### src/rtl/hazard_pkg.sv
// hazard_pkg: stage indices, default parameters and select-width helper for the hazard unit
package hazard_pkg;
    localparam int EX = 1;
    localparam int MA = 2;
    localparam int RW = 3;
    localparam int D_XLEN     = 32;
    localparam int D_NREG     = 16;
    localparam int D_NSTAGE   = RW;
    localparam int D_LD_STAGE = MA;
    localparam int D_MC_LAT   = 4;
    function automatic int sw_width(input int nstage);
        return $clog2(nstage + 1);
    endfunction
endpackage

### src/rtl/pipeline_hazard_unit_if.sv
// pipeline_hazard_unit_if: OF-stage instruction info, operand buses and hazard controls
interface pipeline_hazard_unit_if
    import hazard_pkg::*;
#(
    parameter int XLEN   = D_XLEN,
    parameter int NREG   = D_NREG,
    parameter int NSTAGE = D_NSTAGE
);
    localparam int RW_W = $clog2(NREG);
    localparam int SW   = sw_width(NSTAGE);
    logic                   of_valid;
    logic [RW_W-1:0]        of_rs1, of_rs2;
    logic                   of_use1, of_use2;
    logic                   of_wr, of_ld, of_mc;
    logic [RW_W-1:0]        of_rd;
    logic [XLEN-1:0]        rf_a, rf_b;
    logic [NSTAGE*XLEN-1:0] stage_res;
    logic                   branch_taken;
    logic                   stall_front, bubble_ex, flush_of, ex_hold;
    logic [SW-1:0]          fwd_a, fwd_b;
    logic [XLEN-1:0]        op_a, op_b;
    modport master (
        output of_valid, of_rs1, of_rs2, of_use1, of_use2, of_wr, of_rd, of_ld, of_mc,
        output rf_a, rf_b, stage_res, branch_taken,
        input  stall_front, bubble_ex, flush_of, ex_hold, fwd_a, fwd_b, op_a, op_b
    );
    modport slave (
        input  of_valid, of_rs1, of_rs2, of_use1, of_use2, of_wr, of_rd, of_ld, of_mc,
        input  rf_a, rf_b, stage_res, branch_taken,
        output stall_front, bubble_ex, flush_of, ex_hold, fwd_a, fwd_b, op_a, op_b
    );
endinterface

### src/rtl/fwd_select.sv
// fwd_select: youngest-stage match for one source operand, operand mux and load-use detect
module fwd_select
    import hazard_pkg::*;
#(
    parameter int XLEN     = D_XLEN,
    parameter int NREG     = D_NREG,
    parameter int NSTAGE   = D_NSTAGE,
    parameter int LD_STAGE = D_LD_STAGE
) (
    input  logic                        of_valid,
    input  logic                        use_src,
    input  logic [$clog2(NREG)-1:0]     src,
    input  logic [NSTAGE:1]             valid,
    input  logic [NSTAGE:1]             wr,
    input  logic [NSTAGE:1]             ld,
    input  logic [NSTAGE:1][$clog2(NREG)-1:0] rd,
    input  logic [XLEN-1:0]             rf,
    input  logic [NSTAGE*XLEN-1:0]      stage_res,
    output logic [sw_width(NSTAGE)-1:0] sel,
    output logic [XLEN-1:0]             op,
    output logic                        ld_hit
);
    localparam int SW = sw_width(NSTAGE);
    logic [NSTAGE:1] hit;
    // scan oldest to youngest so the youngest match is the one left standing
    always_comb begin
        sel    = '0;
        op     = rf;
        ld_hit = 1'b0;
        for (int k = NSTAGE; k >= EX; k--) begin
            hit[k] = of_valid & use_src & valid[k] & wr[k] & (rd[k] == src);
            if (hit[k]) begin
                sel = SW'(k);
                op  = stage_res[(k-1)*XLEN +: XLEN];
            end
            ld_hit = ld_hit | (hit[k] & ld[k] & (k < LD_STAGE));
        end
    end
endmodule

### src/rtl/pipeline_hazard_unit.sv
// pipeline_hazard_unit: forwarding, load-use stall, multi-cycle hold and branch flush control
module pipeline_hazard_unit
    import hazard_pkg::*;
#(
    parameter int XLEN     = D_XLEN,
    parameter int NREG     = D_NREG,
    parameter int NSTAGE   = D_NSTAGE,
    parameter int LD_STAGE = D_LD_STAGE,
    parameter int MC_LAT   = D_MC_LAT
) (
    input logic                    clk,
    input logic                    reset,
    pipeline_hazard_unit_if.slave  bus
);
    localparam int RW_W = $clog2(NREG);
    localparam int CW   = $clog2(MC_LAT + 1);
    logic [NSTAGE:1]           sh_valid, sh_wr, sh_ld;
    logic [NSTAGE:1][RW_W-1:0] sh_rd;
    logic [CW-1:0]             cnt;
    logic                      ld_a, ld_b, flush;

    fwd_select #(.XLEN(XLEN), .NREG(NREG), .NSTAGE(NSTAGE), .LD_STAGE(LD_STAGE)) u_fwd_a (
        .of_valid(bus.of_valid), .use_src(bus.of_use1), .src(bus.of_rs1),
        .valid(sh_valid), .wr(sh_wr), .ld(sh_ld), .rd(sh_rd),
        .rf(bus.rf_a), .stage_res(bus.stage_res),
        .sel(bus.fwd_a), .op(bus.op_a), .ld_hit(ld_a)
    );
    fwd_select #(.XLEN(XLEN), .NREG(NREG), .NSTAGE(NSTAGE), .LD_STAGE(LD_STAGE)) u_fwd_b (
        .of_valid(bus.of_valid), .use_src(bus.of_use2), .src(bus.of_rs2),
        .valid(sh_valid), .wr(sh_wr), .ld(sh_ld), .rd(sh_rd),
        .rf(bus.rf_b), .stage_res(bus.stage_res),
        .sel(bus.fwd_b), .op(bus.op_b), .ld_hit(ld_b)
    );

    // hold beats everything; a taken branch squashes OF so its load-use stall is dropped
    always_comb begin
        bus.ex_hold     = cnt != '0;
        flush           = bus.branch_taken & ~bus.ex_hold;
        bus.flush_of    = flush;
        bus.stall_front = bus.ex_hold | ((ld_a | ld_b) & ~flush);
        bus.bubble_ex   = ~bus.ex_hold & (flush | ld_a | ld_b);
    end

    // shadow pipeline advance; during a hold EX keeps its entry and MA takes a bubble
    always_ff @(posedge clk) begin
        if (!reset) begin
            sh_valid <= '0;
            sh_wr    <= '0;
            sh_ld    <= '0;
            sh_rd    <= '0;
            cnt      <= '0;
        end else begin
            for (int k = NSTAGE; k > EX; k--) begin
                sh_valid[k] <= (k == MA && bus.ex_hold) ? 1'b0 : sh_valid[k-1];
                sh_wr[k]    <= sh_wr[k-1];
                sh_ld[k]    <= sh_ld[k-1];
                sh_rd[k]    <= sh_rd[k-1];
            end
            if (!bus.ex_hold) begin
                sh_valid[EX] <= bus.of_valid & ~bus.bubble_ex;
                sh_wr[EX]    <= bus.of_wr;
                sh_ld[EX]    <= bus.of_ld;
                sh_rd[EX]    <= bus.of_rd;
            end
            cnt <= bus.ex_hold ? cnt - 1'b1 :
                   (bus.of_valid & ~bus.bubble_ex & bus.of_mc) ? CW'(MC_LAT - 1) : '0;
        end
    end
endmodule

### src/flat_wrapper.sv
// flat-port wrapper written by rule: the top's interface ports become plain ports
module pipeline_hazard_unit_flat import hazard_pkg::*;
#(
    parameter int XLEN     = D_XLEN,
    parameter int NREG     = D_NREG,
    parameter int NSTAGE   = D_NSTAGE,
    parameter int LD_STAGE = D_LD_STAGE,
    parameter int MC_LAT   = D_MC_LAT
)
  (clk, reset, bus_of_valid, bus_of_rs1, bus_of_rs2, bus_of_use1, bus_of_use2, bus_of_wr, bus_of_rd, bus_of_ld, bus_of_mc, bus_rf_a, bus_rf_b, bus_stage_res, bus_branch_taken, bus_stall_front, bus_bubble_ex, bus_flush_of, bus_ex_hold, bus_fwd_a, bus_fwd_b, bus_op_a, bus_op_b);
  pipeline_hazard_unit_if #(.XLEN(XLEN), .NREG(NREG), .NSTAGE(NSTAGE)) bus_i ();
  input logic clk;
  input logic reset;
  input wire logic [$bits(bus_i.of_valid)-1:0] bus_of_valid;
  input wire logic [$bits(bus_i.of_rs1)-1:0] bus_of_rs1;
  input wire logic [$bits(bus_i.of_rs2)-1:0] bus_of_rs2;
  input wire logic [$bits(bus_i.of_use1)-1:0] bus_of_use1;
  input wire logic [$bits(bus_i.of_use2)-1:0] bus_of_use2;
  input wire logic [$bits(bus_i.of_wr)-1:0] bus_of_wr;
  input wire logic [$bits(bus_i.of_rd)-1:0] bus_of_rd;
  input wire logic [$bits(bus_i.of_ld)-1:0] bus_of_ld;
  input wire logic [$bits(bus_i.of_mc)-1:0] bus_of_mc;
  input wire logic [$bits(bus_i.rf_a)-1:0] bus_rf_a;
  input wire logic [$bits(bus_i.rf_b)-1:0] bus_rf_b;
  input wire logic [$bits(bus_i.stage_res)-1:0] bus_stage_res;
  input wire logic [$bits(bus_i.branch_taken)-1:0] bus_branch_taken;
  output wire logic [$bits(bus_i.stall_front)-1:0] bus_stall_front;
  output wire logic [$bits(bus_i.bubble_ex)-1:0] bus_bubble_ex;
  output wire logic [$bits(bus_i.flush_of)-1:0] bus_flush_of;
  output wire logic [$bits(bus_i.ex_hold)-1:0] bus_ex_hold;
  output wire logic [$bits(bus_i.fwd_a)-1:0] bus_fwd_a;
  output wire logic [$bits(bus_i.fwd_b)-1:0] bus_fwd_b;
  output wire logic [$bits(bus_i.op_a)-1:0] bus_op_a;
  output wire logic [$bits(bus_i.op_b)-1:0] bus_op_b;
  assign bus_i.of_valid = bus_of_valid;
  assign bus_i.of_rs1 = bus_of_rs1;
  assign bus_i.of_rs2 = bus_of_rs2;
  assign bus_i.of_use1 = bus_of_use1;
  assign bus_i.of_use2 = bus_of_use2;
  assign bus_i.of_wr = bus_of_wr;
  assign bus_i.of_rd = bus_of_rd;
  assign bus_i.of_ld = bus_of_ld;
  assign bus_i.of_mc = bus_of_mc;
  assign bus_i.rf_a = bus_rf_a;
  assign bus_i.rf_b = bus_rf_b;
  assign bus_i.stage_res = bus_stage_res;
  assign bus_i.branch_taken = bus_branch_taken;
  assign bus_stall_front = bus_i.stall_front;
  assign bus_bubble_ex = bus_i.bubble_ex;
  assign bus_flush_of = bus_i.flush_of;
  assign bus_ex_hold = bus_i.ex_hold;
  assign bus_fwd_a = bus_i.fwd_a;
  assign bus_fwd_b = bus_i.fwd_b;
  assign bus_op_a = bus_i.op_a;
  assign bus_op_b = bus_i.op_b;
  pipeline_hazard_unit #(.XLEN(XLEN), .NREG(NREG), .NSTAGE(NSTAGE), .LD_STAGE(LD_STAGE), .MC_LAT(MC_LAT)) u_core (.clk(clk), .reset(reset), .bus(bus_i));
endmodule
### config.mk
export PLATFORM = sky130hd
export DESIGN_NAME = pipeline_hazard_unit_flat
export DESIGN_NICKNAME = d
export VERILOG_FILES = /design/src/rtl/hazard_pkg.sv /design/src/rtl/pipeline_hazard_unit_if.sv /design/src/rtl/fwd_select.sv /design/src/rtl/pipeline_hazard_unit.sv /design/src/flat_wrapper.sv
export SDC_FILE = /design/constraint.sdc
export NUM_CORES = 1
export LEC_CHECK = 0
export ABC_AREA = 1
export CAP_MARGIN = 5
export CORE_UTILIZATION = 41
export DETAILED_ROUTE_END_ITERATION = 7
export PLACE_DENSITY = 0.88
export SLEW_MARGIN = 5
export SYNTH_ARGS = -nofsm -noshare
export SYNTH_HDL_FRONTEND = slang
export SYNTH_HIERARCHICAL = 1
export SYNTH_SLANG_ARGS = --single-unit
### constraint.sdc
create_clock -name clk -period 2.5 [get_ports clk]
set_clock_uncertainty 0.05 [all_clocks]
set_input_delay 0.25 -clock clk [delete_from_list [all_inputs] [get_ports clk]]
set_output_delay 0.25 -clock clk [all_outputs]
set_load 0.005 [all_outputs]
==> metrics.txt <==
dpl cells=1,192; Critical Path Source Type=flop; Arr. time, crit path=2190 ps; final WL=19.06 mm; fmax=0.4010 GHz; layout cells sized above 1=16.64%; critical path capture point type=primary output; Worst Hold Class=flop to flop; area post-placement=6977 sq um; global-route wire length before repair=27.66 mm; max-slew violations=0; fin nets=1,278; WS Path Type=flop to primary output; # DRC=0; Leakage=4.137 nW; Register Area=459.2 sq um; Logic pwr share=53.4%; vias per cell=5.133; final cell count without fillers=1,223; max-cap viol count=0; slowest stage delay, CP=380 ps; final period utilization=99.76%; Die Area=10,250 sq um; Worst EP required=2200 ps; clock share of power=17.8%; largest net degree at the start of global routing=31; Pre-antenna DRT Iters=7; pwr/cell area=246.1 nW/um^2; cell row count=35; final worst slack=6.075 ps; Filler cells=730; crit path max-delay cell type=dfxtp_2; CTS tree=yes; worst-path fanout max=5; Avg Inst Size Synth=5.076 sq um; initial drt markers=351; starting density of the core=43.11%; RSZ-0062 raised after global routing=true; gpl congestion=0.9721; # IOs=253; antenna-violating nets left=0; routed len/inst=15.59 um; Mapped Area=4040 sq um; initial antenna violation count=0; dpl ws=-322.4 ps; crit-path most repeated cell=nand2_1; post-route total power=1.844 mW; Final HPWL DP=14.00 mm; Hold Violations, Final=0; Total GRT Usage=34.07%; Net Count, Synth=979; Tmin final=2494 ps; CORE AREA=9371 sq um; Remaining Overflow, GRT=0; status=finished clean; worst-margin pin slew=430.9 ps; Die Ht=101.3 um; CTS buffer count=3; switching portion of total power=35.33%; vias in the first global route=5,643; number of setup violations in the final report=0; Finished Cell Area=7493 sq um; worst-path cell chain=inv_1 > nand2_1 > nand2_1 > nor2_2 > nand3_4 > buf_6 > buf_4 > buf_4 > nand3_1 > nand2_1 > nor2_1 > nor2_1 > dlygate4sd2_1; Flop pwr share=28.8%; switching component of the power=0.6516 mW; CTS clk-pin slew, worst paths=80 ps; Setup TNS Final=0 ps; die width=101.3 um; worst hold slack=415.1 ps; clk root buf=clkbuf_8; H-tree Lvls=1; final core occ=79.96%; Worst VDD drop=0.5133 mV; footprint of the multi-input gates=3043 sq um; Layout area overhead=85.48%; Max clock buf depth=2; Slew HR=71.18%; PortBufs=252; Internal=1.193 mW; worst skew pair latency=260 ps; Synthesis Warnings=6; # hold bufs at CTS=0; ant diodes=0; Cells after Synth=796; clock sink count=22; vias=6,278
-- cells in the final DEF (no fill, tap or decap), types with 18 or more instances in the layout --
master           instances
clkdlybuf4s50_1        174
nor2_1                 192
buf_4                   53
nor2_2                  20
inv_1                   42
dlymetal6s2s_1          18
dlygate4sd2_1           56
nand3_1                118
nand3_2                 23
nand2_1                279
buf_12                  18
-- sequential cells by signal (all words and copies together), names as in the netlist --
name	flops
u_core/cnt	3
u_core/sh_ld	1
u_core/sh_rd	12
u_core/sh_valid	3
u_core/sh_wr	3
-- metal layers --
layer | wire length (um) | part of all wire (%) | up-vias | GRT usage (%)
li1 | - | - | 3052 | -
met1 | 6790 | 36 | 2775 | 38.15
met2 | 9419 | 49 | 369 | 63.06
met3 | 1881 | 9.9 | 82 | 5.590
met4 | 971 | 5.1 | 0 | 15.27
met5 | 0 | 0 | - | 0
-- worst max-delay path, delay by kind of cell (launching register included) --
| family | cells | cell delay, ps |
|---|---|---|
| buffers and inverters | 5 | 750 |
| AND/OR/NAND/NOR | 8 | 800 |
| flip-flops | 1 | 380 |
-- cell type report --
type | instances | area share [%]
repair buffers | 342 | 47.09
multi-input cells | 668 | 40.61
flip-flops and latches | 22 | 6.128
inverters | 58 | 3.072
well taps | 129 | 2.154
clock buffers | 3 | 0.5510
clock inverters | 1 | 0.4007
-- power groups by stage --
| stage | Combinational (mW) | Clock, mW | Sequential (mW) |
|---|---|---|---|
| 2_1_floorplan | 0.433 | 0 | 0.505 |
| 3_5_place_dp | 0.999 | 0 | 0.525 |
| 6_report | 0.985 | 0.328 | 0.531 |
| 3_3_place_gp | 0.980 | 0 | 0.521 |
| 5_1_grt | 1.08 | 0.348 | 0.545 |
| 4_1_cts | 0.965 | 0.333 | 0.523 |
-- worst paths after layout --
kind	start	end	slack, ps	cells after the start
max	u_core/sh_rd[6]	bus_op_b[19]	6	13
min	u_core/sh_wr[2]	u_core/sh_wr[3]	420	2
max reg2reg	u_core/sh_rd[0]	u_core/cnt[0]	790	11
min reg2reg	u_core/sh_wr[2]	u_core/sh_wr[3]	420	2
-- repair_timing --
item / 4_1_cts / 5_1_grt
hold endpoints to repair: 0 / 0
resized for setup: 83 / 68
endpoints found under the setup margin: 70 / 45
pin swaps: 8 / 12
cloned: 4 / 2
buffers inserted: 13 / 11
Note: power is estimated with default switching activity, not from simulation.
